===== src/rtl/tone_param_bank.sv =====
// tone_param_bank: double-buffered 2x8 tone parameter bank with frame-aligned atomic commit
module tone_param_bank #(
  parameter int                IDX_W    = 10,
  parameter int                GAIN_W   = 18,
  parameter logic [GAIN_W-1:0] GAIN_RST = 18'h20000
) (
  input  logic                 clk,
  input  logic                 rst_n,
  input  logic                 idx_we,
  input  logic                 gain_we,
  input  logic                 wr_ch,
  input  logic [2:0]           wr_tone,
  input  logic [IDX_W-1:0]     wr_index,
  input  logic [GAIN_W-1:0]    wr_gain,
  input  logic                 commit_req,
  input  logic                 safe_we,
  input  logic                 safe_val,
  input  logic                 frame_tick,
  output logic [16*IDX_W-1:0]  act_index,
  output logic [16*GAIN_W-1:0] act_gain,
  output logic                 safe_en,
  output logic                 commit_pending,
  output logic                 commit_done,
  output logic                 commit_blocked,
  output logic                 shadow_dirty
);
  typedef enum logic [1:0] {IDLE, PENDING, APPLY} state_t;

  state_t                state_q, state_d;
  logic [16*IDX_W-1:0]   sh_index_q, sh_index_d, act_index_q, act_index_d;
  logic [16*GAIN_W-1:0]  sh_gain_q, sh_gain_d, act_gain_q, act_gain_d;
  logic                  safe_en_q, safe_en_d;
  logic                  pending_q, pending_d;
  logic                  done_q, done_d;
  logic                  blocked_q, blocked_d;
  logic                  dirty_q, dirty_d;
  logic [3:0]            slot;
  logic                  apply;

  assign slot           = {wr_ch, wr_tone};
  assign apply          = state_q == APPLY;
  assign act_index      = act_index_q;
  assign act_gain       = act_gain_q;
  assign safe_en        = safe_en_q;
  assign commit_pending = pending_q;
  assign commit_done    = done_q;
  assign commit_blocked = blocked_q;
  assign shadow_dirty   = dirty_q;

  // Shadow writes land independently; apply copies the pre-write shadow into the active bank
  always_comb begin
    sh_index_d = sh_index_q;
    sh_gain_d  = sh_gain_q;
    if (idx_we) sh_index_d[slot*IDX_W +: IDX_W] = wr_index;
    if (gain_we) sh_gain_d[slot*GAIN_W +: GAIN_W] = wr_gain;
    act_index_d = apply ? sh_index_q : act_index_q;
    act_gain_d  = apply ? sh_gain_q : act_gain_q;
    dirty_d     = (idx_we || gain_we) ? 1'b1 : (apply ? 1'b0 : dirty_q);
    safe_en_d   = safe_we ? safe_val : safe_en_q;
  end

  // Commit FSM: arm on a safe request, apply on the frame boundary, cancel if safe drops
  always_comb begin
    state_d   = state_q;
    blocked_d = 1'b0;
    case (state_q)
      IDLE: begin
        if (commit_req && safe_en_q) state_d = frame_tick ? APPLY : PENDING;
        blocked_d = commit_req && !safe_en_q;
      end
      PENDING: begin
        state_d   = !safe_en_q ? IDLE : (frame_tick ? APPLY : PENDING);
        blocked_d = !safe_en_q;
      end
      APPLY:   state_d = commit_req ? PENDING : IDLE;
      default: state_d = IDLE;
    endcase
    pending_d = state_d != IDLE;
    done_d    = apply;
  end

  // State and bank registers with asynchronous reset
  always_ff @(posedge clk or negedge rst_n) begin
    if (!rst_n) begin
      state_q     <= IDLE;
      sh_index_q  <= '0;
      sh_gain_q   <= {16{GAIN_RST}};
      act_index_q <= '0;
      act_gain_q  <= {16{GAIN_RST}};
      safe_en_q   <= 1'b0;
      pending_q   <= 1'b0;
      done_q      <= 1'b0;
      blocked_q   <= 1'b0;
      dirty_q     <= 1'b0;
    end else begin
      state_q     <= state_d;
      sh_index_q  <= sh_index_d;
      sh_gain_q   <= sh_gain_d;
      act_index_q <= act_index_d;
      act_gain_q  <= act_gain_d;
      safe_en_q   <= safe_en_d;
      pending_q   <= pending_d;
      done_q      <= done_d;
      blocked_q   <= blocked_d;
      dirty_q     <= dirty_d;
    end
  end
endmodule


===== config.mk =====
export PLATFORM = sky130hd
export DESIGN_NAME = tone_param_bank
export DESIGN_NICKNAME = d
export VERILOG_FILES = /design/src/rtl/tone_param_bank.sv
export SDC_FILE = /design/constraint.sdc
export NUM_CORES = 2
export LEC_CHECK = 0
export CORE_MARGIN = 2
export CORE_UTILIZATION = 30
export DETAILED_ROUTE_END_ITERATION = 10
export PLACE_DENSITY = 0.59
export SYNTH_ARGS = -nofsm -noshare
export SYNTH_HDL_FRONTEND = slang
export SYNTH_SLANG_ARGS = --single-unit

===== constraint.sdc =====
create_clock -name clk -period 1.5 [get_ports clk]
set_input_delay 0.45 -clock clk [delete_from_list [all_inputs] [get_ports clk]]
set_output_delay 0.45 -clock clk [all_outputs]
set_load 0.01 [all_outputs]

---- Word-level counts from Yosys, hierarchy flattened ----
Cells that the tools add are included.
storage, ports and cells
  word-level logic and storage cells ...... 37
  bits in registers ....................... 903
operators by class
  equality and inequality tests ........... 2
  $mul .................................... 2
  $add $sub $neg .......................... 2
  reduce and logical (&&, ||, !) cells .... 7
  muxes and demuxes ....................... 10
  shift operators ......................... 4
operator list
  cell                                                                       count
  288-bit bitwise mux                                                        1
  18-bit by 34-bit variable shift with 288-bit output, first input constant  1
  18-bit by 34-bit variable part select with 288-bit output                  1
  160-bit bitwise mux                                                        1
  10-bit by 34-bit variable shift with 160-bit output, first input constant  1
  10-bit by 34-bit variable part select with 160-bit output                  1
  8-bit negation with 34-bit output                                          1
  9-bit negation with 34-bit output                                          1
  4-bit by 4-bit multiplier with 8-bit output, second input constant         1
  4-bit by 3-bit multiplier with 7-bit output, second input constant         1
  2-bit 2-to-1 mux                                                           3
  2-bit case mux with 3 select lines                                         1
  2-bit nonzero test                                                         2
  1-bit 2-to-1 mux                                                           3
  2-bit by 1-bit == test with 1-bit output, second input constant            1
  2-bit == test, second input constant                                       1
  1-bit logical AND                                                          2
  2-bit zero test                                                            1
  1-bit case mux with 2 select lines                                         1
  1-bit zero test                                                            1
  1-bit logical OR                                                           1

---- Logic depth before layout (Yosys ltp) ----
  depth in word-level cells ............... 4
  mapped depth ............................ 16

---- Least setup slack after synthesis ----
OpenSTA, ideal clock, no wires.
  path kind ............................... in2reg
  start ................................... input wr_ch
  end ..................................... register sh_index_q[2]
  arrival time ............................ 3.994 ns
  cell stages on the path ................. 15
  library setup time ...................... 0.128 ns
  setup slack ............................. -2.622 ns
  cell sequence ........................... ha_1 ha_1 inv_1 fa_1 buf_2 or4bb_1 nor2_1 ha_1 clkbuf_1 nor2b_1 nand2_1 or4_1 clkbuf_1 a22oi_1 mux2_1
between the ends
  word-level cells in the longest chain between the ends .. 4
  elaborated cells on any way between the ends .. 5
RTL lines
  what                                                                                                                              line  RTL
  start: declaration                                                                                                                11    input logic wr_ch,
  4-bit by 3-bit multiplier with 7-bit output *                                                                                     54    if (idx_we) sh_index_d[slot*IDX_W +: IDX_W] = wr_index;
  8-bit negation with 34-bit output *                                                                                               54
  10-bit by 34-bit variable part select with 160-bit output or 10-bit by 34-bit variable shift with 160-bit output (tied branches)  54
  160-bit bitwise mux *                                                                                                             54
  end signal: assignment                                                                                                            97    sh_index_q <= sh_index_d;
  end: declaration                                                                                                                  30    logic [16*IDX_W-1:0] sh_index_q, sh_index_d, act_index_q, act_index_d;
Every way passes the cells marked *; elsewhere a longest branch is shown, timed or not.
A chain may end at the register's enable or synchronous reset.

---- Final worst setup path ----
  start ................................... input wr_ch
  end ..................................... register sh_index_q[4]
The elaborated chain is that of the path after synthesis.

==> run_results.csv <==
group,metric,value,unit
outcome,status,"complete, but fails checks",
outcome,violations,"setup timing",
placed_design,post-dp-hpwl,126000,um
floorplanning,fp.dieW,372,um
setup_path,worstPathArrival,3.63,ns
timing,worstMarginPinSlew,0.805,ns
timing,fmax,0.333,GHz
placed_design,pre_cts_ws,-2.94,ns
layout,nets,5339,
placed_design,gp_congestion,0.954,
grt,grt_usage,23.7,%
setup_path,worstPathMaxFanout,4,
synthesis,synthCells,4040,
synthesis,ys_seq_elements,903,
timing,hold_violations,0,
setup_path,rr_startpoint,"state_q[1]$_DFF_PN0_",
power,powerDensity,1440,nW/um2
floorplanning,rows,134,
power,switching_share,31.8,%
cts,cts_buffers,100,
cts,cts.path.max_buffers,3,
power,p_int,0.0621,W
synthesis,yosysWarnings,0,
timing,max-slew-margin-rel,46.0,%
synthesis,synth_fp_nets,4091,
setup_path,worst-setup-path-type,"input port to flip-flop",
setup_path,crit_chain,"buf_12 > ha_4 > ha_4 > inv_2 > fa_1 > or4bb_4 > nor2_4 > ha_4 > nor2b_4 > nand2_2 > or4_4 > buf_6 > a22oi_2 > mux2_1",
synthesis,ys_async_sr_fraction,100,%
timing,setup_ws,-1.51,ns
synthesis,synth_top_cell_by_area,"dfrtp_1",
power,seqPwrFrac,39.1,%
power,p_clk_share,29.6,%
layout,num-fill-cells,12300,
grt,overflow,0,
synthesis,synth_area,40600,um2
detailed_routing,dr_total_vias,35600,
floorplanning,die_y,372,um
timing,finalClockSkew,0.0752,ns
layout,syn_to_final_growth,56.1,%
cts,clk_pin_slew,0.06,ns
synthesis,dominantRegCellSynth,"dfrtp_1",
detailed_routing,vias_per_cell,4.98,
worst_hold_path,hold_start,"frame_tick",
power,p_comb_share,31.3,%
cts,cts_tree,"yes",
synthesis,synth_seq_area_share,55.8,%
floorplanning,core,134000,um2
layout,drive_gt1_share,38.1,%
timing,drv_slew,0,
worst_hold_path,hp-class,"input port to flip-flop",
detailed_routing,firstDrtPassIters,7,
cts,worstSkewPairLatency,0.75,ns
grt,grt_pass1_vias,36000,
placed_design,port_buffers,492,
detailed_routing,drc,0,
floorplanning,io_pins,493,
floorplanning,die-area,138000,um2
power,switching_power,0.0290,W
timing,setup_viol,901,
grt,grt_max_degree,66,
setup_path,cpPeakStageDelay,0.50,ns
grt,antenna_found_initial,3,
detailed_routing,routedWlPerCell,23.3,um
power,leakagePower,30.2,nW
run,maxCapViolations,0,
setup_path,worst_path_max_delay_cell,"fa_1",
timing,fin_crit,3.01,ns
detailed_routing,drt-initial-drc-count,2675,
synthesis,avgSynthCellArea,10.0,um2
timing,rsz0062_at_grt,"yes",
synthesis,ys_types,104,
setup_path,crit_path_frequent_cell,"ha_4",
grt,grt_pass1_wl,244000,um
power,vdd_drop_max,930,uV
cts,cts_max_level,3,
floorplanning,start_util,30.3,%
setup_path,worst_setup_path_start_kind,"input port",
synthesis,synth-edff-count,0,
detailed_routing,postRouteWirelength,166000,um
synthesis,ys_top_cells_by_area,"dfrtp_1 54%, nand2_1 14%, mux2_2 11%, dfstp_2 2.1%, o22ai_1 1.6%",
cts,clock_sinks,903,
setup_path,worstSetupEndpointType,"flip-flop",
setup_path,setup.worst_path.start,"wr_ch",
timing,fin_crit_sh,200,%
setup_path,cp.required,2.12,ns
timing,setup_tns,-857.69,ns
cts,cts.root.buffer_cell,"clkbuf_16",
synthesis,synth_top_cell_area_share,53.7,%
detailed_routing,detail-route-antenna-nets,0,
==> cell usage in the layout (no fill, tap or decap), types with 32 or more instances in the layout <==
master / instances
mux2_2: 211
buf_4: 638
o22ai_1: 77
buf_12: 127
nand2_1: 1438
nor2_4: 61
nor2_1: 70
clkbuf_16: 100
dfstp_2: 32
nand2_4: 42
mux2_4: 241
dfrtp_1: 871
a21oi_1: 44
nand2_2: 46
clkdlybuf4s50_1: 470
buf_6: 102
nand3_1: 46
==> kinds of logic (layout without fill, tap and decap cells) <==
logic type                 count (synthesis)  after routing  synth area share [%]
AOI/OAI and AO/OA                        406            408                  7.01
and+or+nand+nor                         1971           1971                  20.0
xor gates and xnor gates                  20             20                 0.505
other                                      0              2                     0
adders and majority gates                 11             11                 0.357
buffers and inverters                    232           1566                  2.35
muxes                                    497            497                  14.1
DFF                                      903            903                  55.8
==> what timing repair did <==
item | in CTS | in global routing
hold endpoints to repair | 240 | 0
gates cloned | 7 | 0
endpoints found under the setup margin | 901 | 919
buffers inserted | 100 | 49
hold buffers | 1 | 0
gates resized for setup | 448 | 273
pin swaps | 99 | 87
==> layer usage <==
metal | GRT usage, % | share of wire [%]
met4 | 9.82 | 4.6
met3 | 4.37 | 6.3
met5 | 0 | 0.022
met2 | 38.7 | 47
met1 | 30.8 | 42
==> critical path: cells and delay by family <==
kind | cells | cell delay, ns
simple gates | 5 | 1.22
fa+ha+maj | 4 | 1.11
mux | 1 | 0.35
buf+inv | 3 | 0.29
compound gates | 1 | 0.21
==> power by group through the flow <==
stage / Clock [W] / Combinational [W] / Sequential [W]
after floorplan: 0 / 0.00985 / 0.0359
after global placement: 0 / 0.0258 / 0.0359
after detailed placement: 0 / 0.0261 / 0.0359
after CTS: 0.0275 / 0.0279 / 0.0356
after global routing: 0.0285 / 0.0305 / 0.0363
final: 0.0269 / 0.0285 / 0.0356
==> cell usage after synthesis (all sizes together) (11+ instances only) <==
cell,n
a211oi,12
a21o,14
a21oi,73
a31oi,18
and2,22
and3,13
buf,59
clkbuf,150
dfrtp,871
dfstp,32
inv,19
mux2,454
mux2i,30
mux4,13
nand2,1536
nand2b,22
nand3,80
nand4,21
nor2,145
nor2b,11
nor3,59
o21ai,62
o22ai,103
o32ai,15
or2,13
or3,20
xnor2,12
==> worst paths after layout <==
check | slack [ns] | depth (start not counted) | end
worst min-delay path | 0.32 | 3 | state_q[1]$_DFF_PN0_
worst max-delay path | -1.51 | 14 | sh_index_q[4]$_DFFE_PN0P_
min in group asynchronous | 0.39 | 3 | act_gain[131]$_DFFE_PN0P_
worst max register to register | 0.05 | 4 | act_gain[159]$_DFFE_PN0P_
worst min register to register | 0.41 | 2 | act_gain[149]$_DFFE_PN0P_
max in group asynchronous | 0.46 | 4 | act_gain[19]$_DFFE_PN0P_
==> cell type report <==
class | instances | area (um2) | share of cell area, %
sequential | 903 | 22600 | 35.7
multi-input combinational | 2907 | 21300 | 33.5
timing repair buffer | 1353 | 13500 | 21.3
clock buffer | 129 | 2790 | 4.40
tap | 1768 | 2210 | 3.49
clock inverter | 61 | 881 | 1.39
inverter | 23 | 105 | 0.166
antenna | 2 | 5.00 | 0.00790
==> registers in the layout, summed over array words and instances, names as in the netlist <==
name	count
act_gain	288
act_index	160
commit_blocked	1
commit_done	1
commit_pending	1
safe_en	1
sh_gain_q	288
sh_index_q	160
shadow_dirty	1
state_q	2
==> through the flow <==
stage | hold slack, ns | util [%] | power (W) | instances | area, um2
2_1_floorplan | 0.154 | - | 0.0457 | 4040 | 42500
3_3_place_gp | 0.444 | 41.3 | 0.0617 | 6832 | 55400
5_1_grt | 0.327 | 47.3 | 0.0953 | 7144 | 63400
6_report | 0.316 | 47.3 | 0.0911 | 7146 | 63400
3_5_place_dp | 0.448 | 41.3 | 0.0620 | 6832 | 55400
4_1_cts | 0.266 | 46.2 | 0.0910 | 7112 | 61900
(Power assumes the default switching activity.)
